<file path="src/rtl/stack_cpu_pkg.sv">
// Encodings shared by the stack CPU decoder/controller and the operand stack.
// Holds the stack-pointer update modes, write-source selects, fault codes and RUN/FAULT states.
package stack_cpu_pkg;

  typedef enum logic [1:0] {
    SUM_HOLD = 2'b00,
    SUM_INC  = 2'b01,
    SUM_DEC2 = 2'b10,
    SUM_DEC1 = 2'b11
  } stack_update_mode_e;

  typedef enum logic [1:0] {
    SWS_NONE = 2'b00,
    SWS_ALU  = 2'b01,
    SWS_DMEM = 2'b10,
    SWS_PC   = 2'b11
  } stack_write_src_e;

  typedef enum logic [1:0] {
    FC_NONE      = 2'b00,
    FC_UNDERFLOW = 2'b01,
    FC_OVERFLOW  = 2'b10,
    FC_ILLEGAL   = 2'b11
  } fault_code_e;

  typedef enum logic {
    ST_RUN   = 1'b0,
    ST_FAULT = 1'b1
  } stack_state_e;

  // Minimum occupancy an operation requires before the edge: the entries it
  // consumes, or the entry it overwrites in place.
  function automatic logic [1:0] stack_need(input logic [1:0] mode, input logic wr);
    case (mode)
      SUM_DEC2: return 2'd2;
      SUM_DEC1: return wr ? 2'd2 : 2'd1;
      SUM_HOLD: return wr ? 2'd1 : 2'd0;
      default:  return 2'd0;
    endcase
  endfunction

endpackage

</file>
<file path="src/rtl/stack_ptr_ctrl.sv">
// Stack-pointer controller: next-pointer arithmetic, legality check and the
// RUN/FAULT state machine with its latched fault code.
module stack_ptr_ctrl
  import stack_cpu_pkg::*;
#(
  parameter int DEPTH = 16,
  parameter int SPW   = $clog2(DEPTH + 1),
  parameter int AW    = $clog2(DEPTH)
) (
  input  logic           clk,
  input  logic           reset_n,
  input  logic           en,
  input  logic [1:0]     mode,
  input  logic           wr_req,
  input  logic           fault_clr,
  output logic [SPW-1:0] sp,
  output logic [AW-1:0]  wr_idx,
  output logic           wr_commit,
  output logic           fault,
  output logic [1:0]     fault_code
);

  stack_state_e   state;
  logic [SPW-1:0] new_sp;
  logic [SPW-1:0] need;
  logic           underflow;
  logic           overflow;
  logic           legal;

  always_comb begin
    need = SPW'(stack_need(mode, wr_req));
    case (mode)
      SUM_INC:  new_sp = sp + SPW'(1);
      SUM_DEC2: new_sp = sp - SPW'(2);
      SUM_DEC1: new_sp = sp - SPW'(1);
      default:  new_sp = sp;
    endcase
  end

  // A wrapped new_sp after an underflow must not also raise overflow.
  assign underflow = (sp < need);
  assign overflow  = !underflow && (new_sp > SPW'(DEPTH));
  assign legal     = !underflow && !overflow;

  // new_sp == DEPTH maps to the last slot through the low-bit wrap of -1.
  assign wr_idx    = new_sp[AW-1:0] - AW'(1);
  assign wr_commit = en && (state == ST_RUN) && legal && wr_req;
  assign fault     = (state == ST_FAULT);

  always_ff @(posedge clk or negedge reset_n) begin
    if (!reset_n) begin
      state      <= ST_RUN;
      sp         <= '0;
      fault_code <= FC_NONE;
    end else begin
      case (state)
        ST_RUN: begin
          if (en) begin
            if (underflow) begin
              state      <= ST_FAULT;
              fault_code <= FC_UNDERFLOW;
            end else if (overflow) begin
              state      <= ST_FAULT;
              fault_code <= FC_OVERFLOW;
            end else begin
              sp <= new_sp;
            end
          end
        end
        ST_FAULT: begin
          if (fault_clr) begin
            state      <= ST_RUN;
            fault_code <= FC_NONE;
          end
        end
        default: begin
          state      <= ST_RUN;
          fault_code <= FC_NONE;
        end
      endcase
    end
  end

endmodule

</file>
<file path="src/rtl/stack_unit.sv">
// Operand stack for the single-cycle stack CPU: storage array, write-source
// mux and combinational top/second read ports; pointer/fault logic lives in stack_ptr_ctrl.
module stack_unit
  import stack_cpu_pkg::*;
#(
  parameter  int WIDTH = 32,
  parameter  int DEPTH = 16,
  localparam int SPW   = $clog2(DEPTH + 1)
) (
  input  logic             clk,
  input  logic             reset_n,
  input  logic             en,
  input  logic [1:0]       StackUpdateMode,
  input  logic [1:0]       StackWriteSrc,
  input  logic [WIDTH-1:0] alu_result,
  input  logic [WIDTH-1:0] dmem_rdata,
  input  logic [WIDTH-1:0] pc_temp,
  input  logic             fault_clr,
  output logic [WIDTH-1:0] top,
  output logic [WIDTH-1:0] second,
  output logic [SPW-1:0]   sp,
  output logic             empty,
  output logic             full,
  output logic             fault,
  output logic [1:0]       fault_code
);

  localparam int AW = $clog2(DEPTH);

  logic [WIDTH-1:0] mem [DEPTH];
  logic [WIDTH-1:0] wr_data;
  logic [AW-1:0]    wr_idx;
  logic [AW-1:0]    top_idx;
  logic [AW-1:0]    second_idx;
  logic             wr_req;
  logic             wr_commit;

  assign wr_req = (StackWriteSrc != SWS_NONE);

  stack_ptr_ctrl #(
    .DEPTH (DEPTH),
    .SPW   (SPW),
    .AW    (AW)
  ) u_ctrl (
    .clk        (clk),
    .reset_n    (reset_n),
    .en         (en),
    .mode       (StackUpdateMode),
    .wr_req     (wr_req),
    .fault_clr  (fault_clr),
    .sp         (sp),
    .wr_idx     (wr_idx),
    .wr_commit  (wr_commit),
    .fault      (fault),
    .fault_code (fault_code)
  );

  always_comb begin
    case (StackWriteSrc)
      SWS_ALU:  wr_data = alu_result;
      SWS_DMEM: wr_data = dmem_rdata;
      SWS_PC:   wr_data = pc_temp;
      default:  wr_data = '0;
    endcase
  end

  always_ff @(posedge clk or negedge reset_n) begin
    if (!reset_n) begin
      for (int i = 0; i < DEPTH; i++) mem[i] <= '0;
    end else if (wr_commit) begin
      mem[wr_idx] <= wr_data;
    end
  end

  // Reads come straight from the array; a write shows up after its edge.
  assign top_idx    = sp[AW-1:0] - AW'(1);
  assign second_idx = sp[AW-1:0] - AW'(2);
  assign top        = (sp >= SPW'(1)) ? mem[top_idx]    : '0;
  assign second     = (sp >= SPW'(2)) ? mem[second_idx] : '0;
  assign empty      = (sp == '0);
  assign full       = (sp == SPW'(DEPTH));

endmodule

</file>
<file path="config.mk">
export PLATFORM = sky130hd
export DESIGN_NAME = stack_unit
export DESIGN_NICKNAME = d
export VERILOG_FILES = /design/src/rtl/stack_cpu_pkg.sv /design/src/rtl/stack_ptr_ctrl.sv /design/src/rtl/stack_unit.sv
export SDC_FILE = /design/constraint.sdc
export NUM_CORES = 1
export LEC_CHECK = 0
export BUFFER_PORTS_ARGS = -buffer_cell sky130_fd_sc_hd__buf_2
export CORE_MARGIN = 2
export CORE_UTILIZATION = 51
export DETAILED_ROUTE_END_ITERATION = 10
export PLACE_DENSITY_LB_ADDON = 0.08
export REMOVE_ABC_BUFFERS = 1
export SLEW_MARGIN = 10
export SYNTH_ARGS = -nofsm -noshare
export SYNTH_HDL_FRONTEND = slang
export SYNTH_SLANG_ARGS = --single-unit
export TNS_END_PERCENT = 50
</file>
<file path="constraint.sdc">
create_clock -name clk -period 4.4 [get_ports clk]
set_input_delay 0.22 -clock clk [delete_from_list [all_inputs] [get_ports clk]]
set_output_delay 0.22 -clock clk [all_outputs]
set_load 0.02 [all_outputs]
</file>
==> results.yml <==
die:
  row_count: 87
  dieArea_um2: 58900
  start_util_pct: 51.5
  core_um2: 56400
  die_x_um: 243
  io_pins: 178
  die_y_um: 243
synthesis:
  synth_area_leader_cell: "dfrtp_1"
  synth_edf_count: 0
  seq_area_frac_synth_pct: 44.8
  syn_area_per_cell_um2: 15.5
  synthArstFlopShare_pct: 100
  synthCells: 1876
  yosys_warnings: 0
  synth-main-ff-cell: "dfrtp_1"
  ys_ff_latch: 520
  synth_top_area_share_pct: 44.8
  synth_area_leaders: "dfrtp_1 45%, mux4_2 22%, mux2_2 18%"
  yosysUniqueCellTypes: 62
  synth_area_um2: 29100
power_and_ir_drop:
  powerDensity_nw_per_um2: 840
  power.leakage_nw: 14.6
  power.total_mw: 27.5
  ir_drop_v: 0.000913
global_route:
  track_usage_pct: 27.1
  grt_pass1_wl_um: 121000
  gr-total-overflow: 0
  antenna_found_initial: 3
  use_met2_pct: 44.5
  grt_max_degree: 129
  use_met1_pct: 38.1
  grt_pass1_vias: 19000
  grt_util_met3_pct: 4.12
  grt-busiest-layer: "met2"
detailed_routing:
  wire_per_inst_um: 28.2
  drc: 0
  drt_iter0_drc: 1037
  finalWirelength_um: 78300
  routed_via_density: 6.44
  drtAntennaViolNets: 0
  firstDrtPassIters: 5
  vias: 17900
sta:
  max_slew_margin_pct: 21.5
  setup_viol: 0
  max_freq_ghz: 0.241
  tightestPinTransition_ns: 1.18
  period_share_pct: 94.2
  finalMaxSlewViolations: 0
  finalHoldViolations: 0
  finClkSkew_ns: 0.00719
  fin_crit_ns: 4.15
final_layout:
  nets: 2093
  syn2layout_area_growth_pct: 12.6
  drive_gt1_share_pct: 56.8
  layout_commonest_cell: "dfrtp_1"
  utilization_pct: 58.0
  nFillCells: 4493
  layout_common_cells: "518 x dfrtp_1, 467 x mux2_2, 288 x mux4_2"
flow_run:
  maxCapViolations: 0
critical_path:
  r2r_slack_ns: 0.59
  worstReg2RegStart: "u_ctrl.sp[2]$_DFFE_PN0P_"
  start_kind: "register"
  cp-end-kind: "output port"
  cp.arrival_ns: 3.93
  rr_endpoint: "mem[33]$_DFFE_PN0P_"
  ff2ff_path_depth: 9
  path_class: "reg2out"
  endpoint: "top[25]"
  crit_start: "u_ctrl.sp[2]$_DFFE_PN0P_"
  worst_ep_required_time_ns: 4.18
  path_max_fanout: 64
place:
  hpwlAfterDp_um: 46200
  io_buffers: 177
  gp_congestion: 0.802
clock_tree:
  numCtsBuffers: 56
  clk_pin_slew_worst_paths_ns: 0.06
  cts_tree: "yes"
  post-cts-setup-buffers: 0
  clkLatencyLatePin_ns: 0.62
  h-tree-depth: 2
  cts.sinks: 520
  cts_root_buffer: "clkbuf_16"
  clockBufferDepth: 3
outcome:
  run_status: "completed"
min_path:
  hold_path.class: "in2async"
[repair_timing]
| action | 4_1_cts | 5_1_grt |
|---|---|---|
| endpoints found under the setup margin | 3 | 3 |
| endpoints found under the hold margin | 69 | 0 |
| hold buffers | 3 | 0 |
| gates resized for setup | 1 | 5 |
[power by group]
group | switching (mW) | leakage, nW | internal (mW)
registers | 1.44 | 6.88 | 6.67
clock network | 2.00 | 0.936 | 2.80
logic | 7.31 | 6.81 | 7.25
[metal layers]
layer  up-vias  wire, um
met2       493     38400
met3       101      4070
li1       7555         -
met5         -         0
met1      9769     34100
met4         0      1820
[sequential cells by signal, indices dropped and copies added (netlist names)]
name,count
u_ctrl.fault,1
u_ctrl.fault_code,2
mem,512
u_ctrl.sp,5
[layout make-up]
class	instances	area [um2]	share of cell area, %
Multi-Input combinational cell	1156	15300	46.7
Sequential cell	520	13000	39.8
Clock buffer	84	1680	5.13
Timing Repair Buffer	239	1560	4.78
Tap cell	756	946	2.89
Clock inverter	19	193	0.589
Inverter	7	26.3	0.0803
Antenna cell	1	2.50	0.00765
[synth_stat cells, drive strengths merged, types with 2 or more instances]
library cell,number
a21oi,14
and3,3
a31o,2
o31a,2
a21boi,2
nand3,7
a211oi,67
nor3b,5
nor4bb,2
nor2,20
nand3b,3
or3,2
o21ba,2
a22o,44
mux4,288
nor2b,66
xnor2,7
nand2b,2
o31ai,2
nor3,6
dfrtp,520
xor2,4
nand2,13
mux2,513
clkbuf,101
buf,92
inv,7
nor4,3
o21ai,4
ha,9
mux2i,45
[logic make-up after synthesis]
kind of cell / Yosys count / synth area share [%]
xor gates and xnor gates: 11 / 0.332
AOI/OAI and AO/OA: 154 / 4.13
adders and majority gates: 9 / 0.388
buffers and inverters: 200 / 3.21
and+or+nand+nor: 136 / 3.01
muxes: 846 / 44.1
DFF: 520 / 44.8
[worst min-delay path by stage]
stage,startpoint,end,slack (ns),cells after the start
2_1_floorplan,reset_n,mem[0]$_DFFE_PN0P_,-0.08,0
3_3_place_gp,reset_n,u_ctrl.fault_code[0]$_DFFE_PN0P_,0.23,1
3_5_place_dp,reset_n,u_ctrl.fault_code[0]$_DFFE_PN0P_,0.23,1
4_1_cts,StackUpdateMode[0],u_ctrl.sp[0]$_DFFE_PN0P_,0.15,4
5_1_grt,reset_n,u_ctrl.fault_code[0]$_DFFE_PN0P_,0.20,2
6_report,reset_n,u_ctrl.fault_code[0]$_DFFE_PN0P_,0.16,2
[critical path, cell delays in order, from the launching register on]
cell	delay [ns]
dfrtp_1	0.55
inv_1	0.33
ha_1	0.41
a21boi_0	0.35
xnor2_2	0.18
buf_8	0.47
a211oi_1	0.12
a211oi_2	0.45
buf_4	0.19
buf_2	0.16
[per-stage QoR]
stage,worst slack [ns],setup TNS [ns],cells,hold slack (ns),cell area (um2)
floorplan,-13.98,-7426.96,1683,-0.0756,28100
global placement,0.541,0,2675,0.232,30800
detailed placement,0.478,0,2675,0.234,30800
CTS,0.00258,0,2781,0.149,32700
global route,-0.00886,-0.00886,2781,0.202,32700
finish,0.254,0,2782,0.159,32700
(Power assumes the default switching activity.)
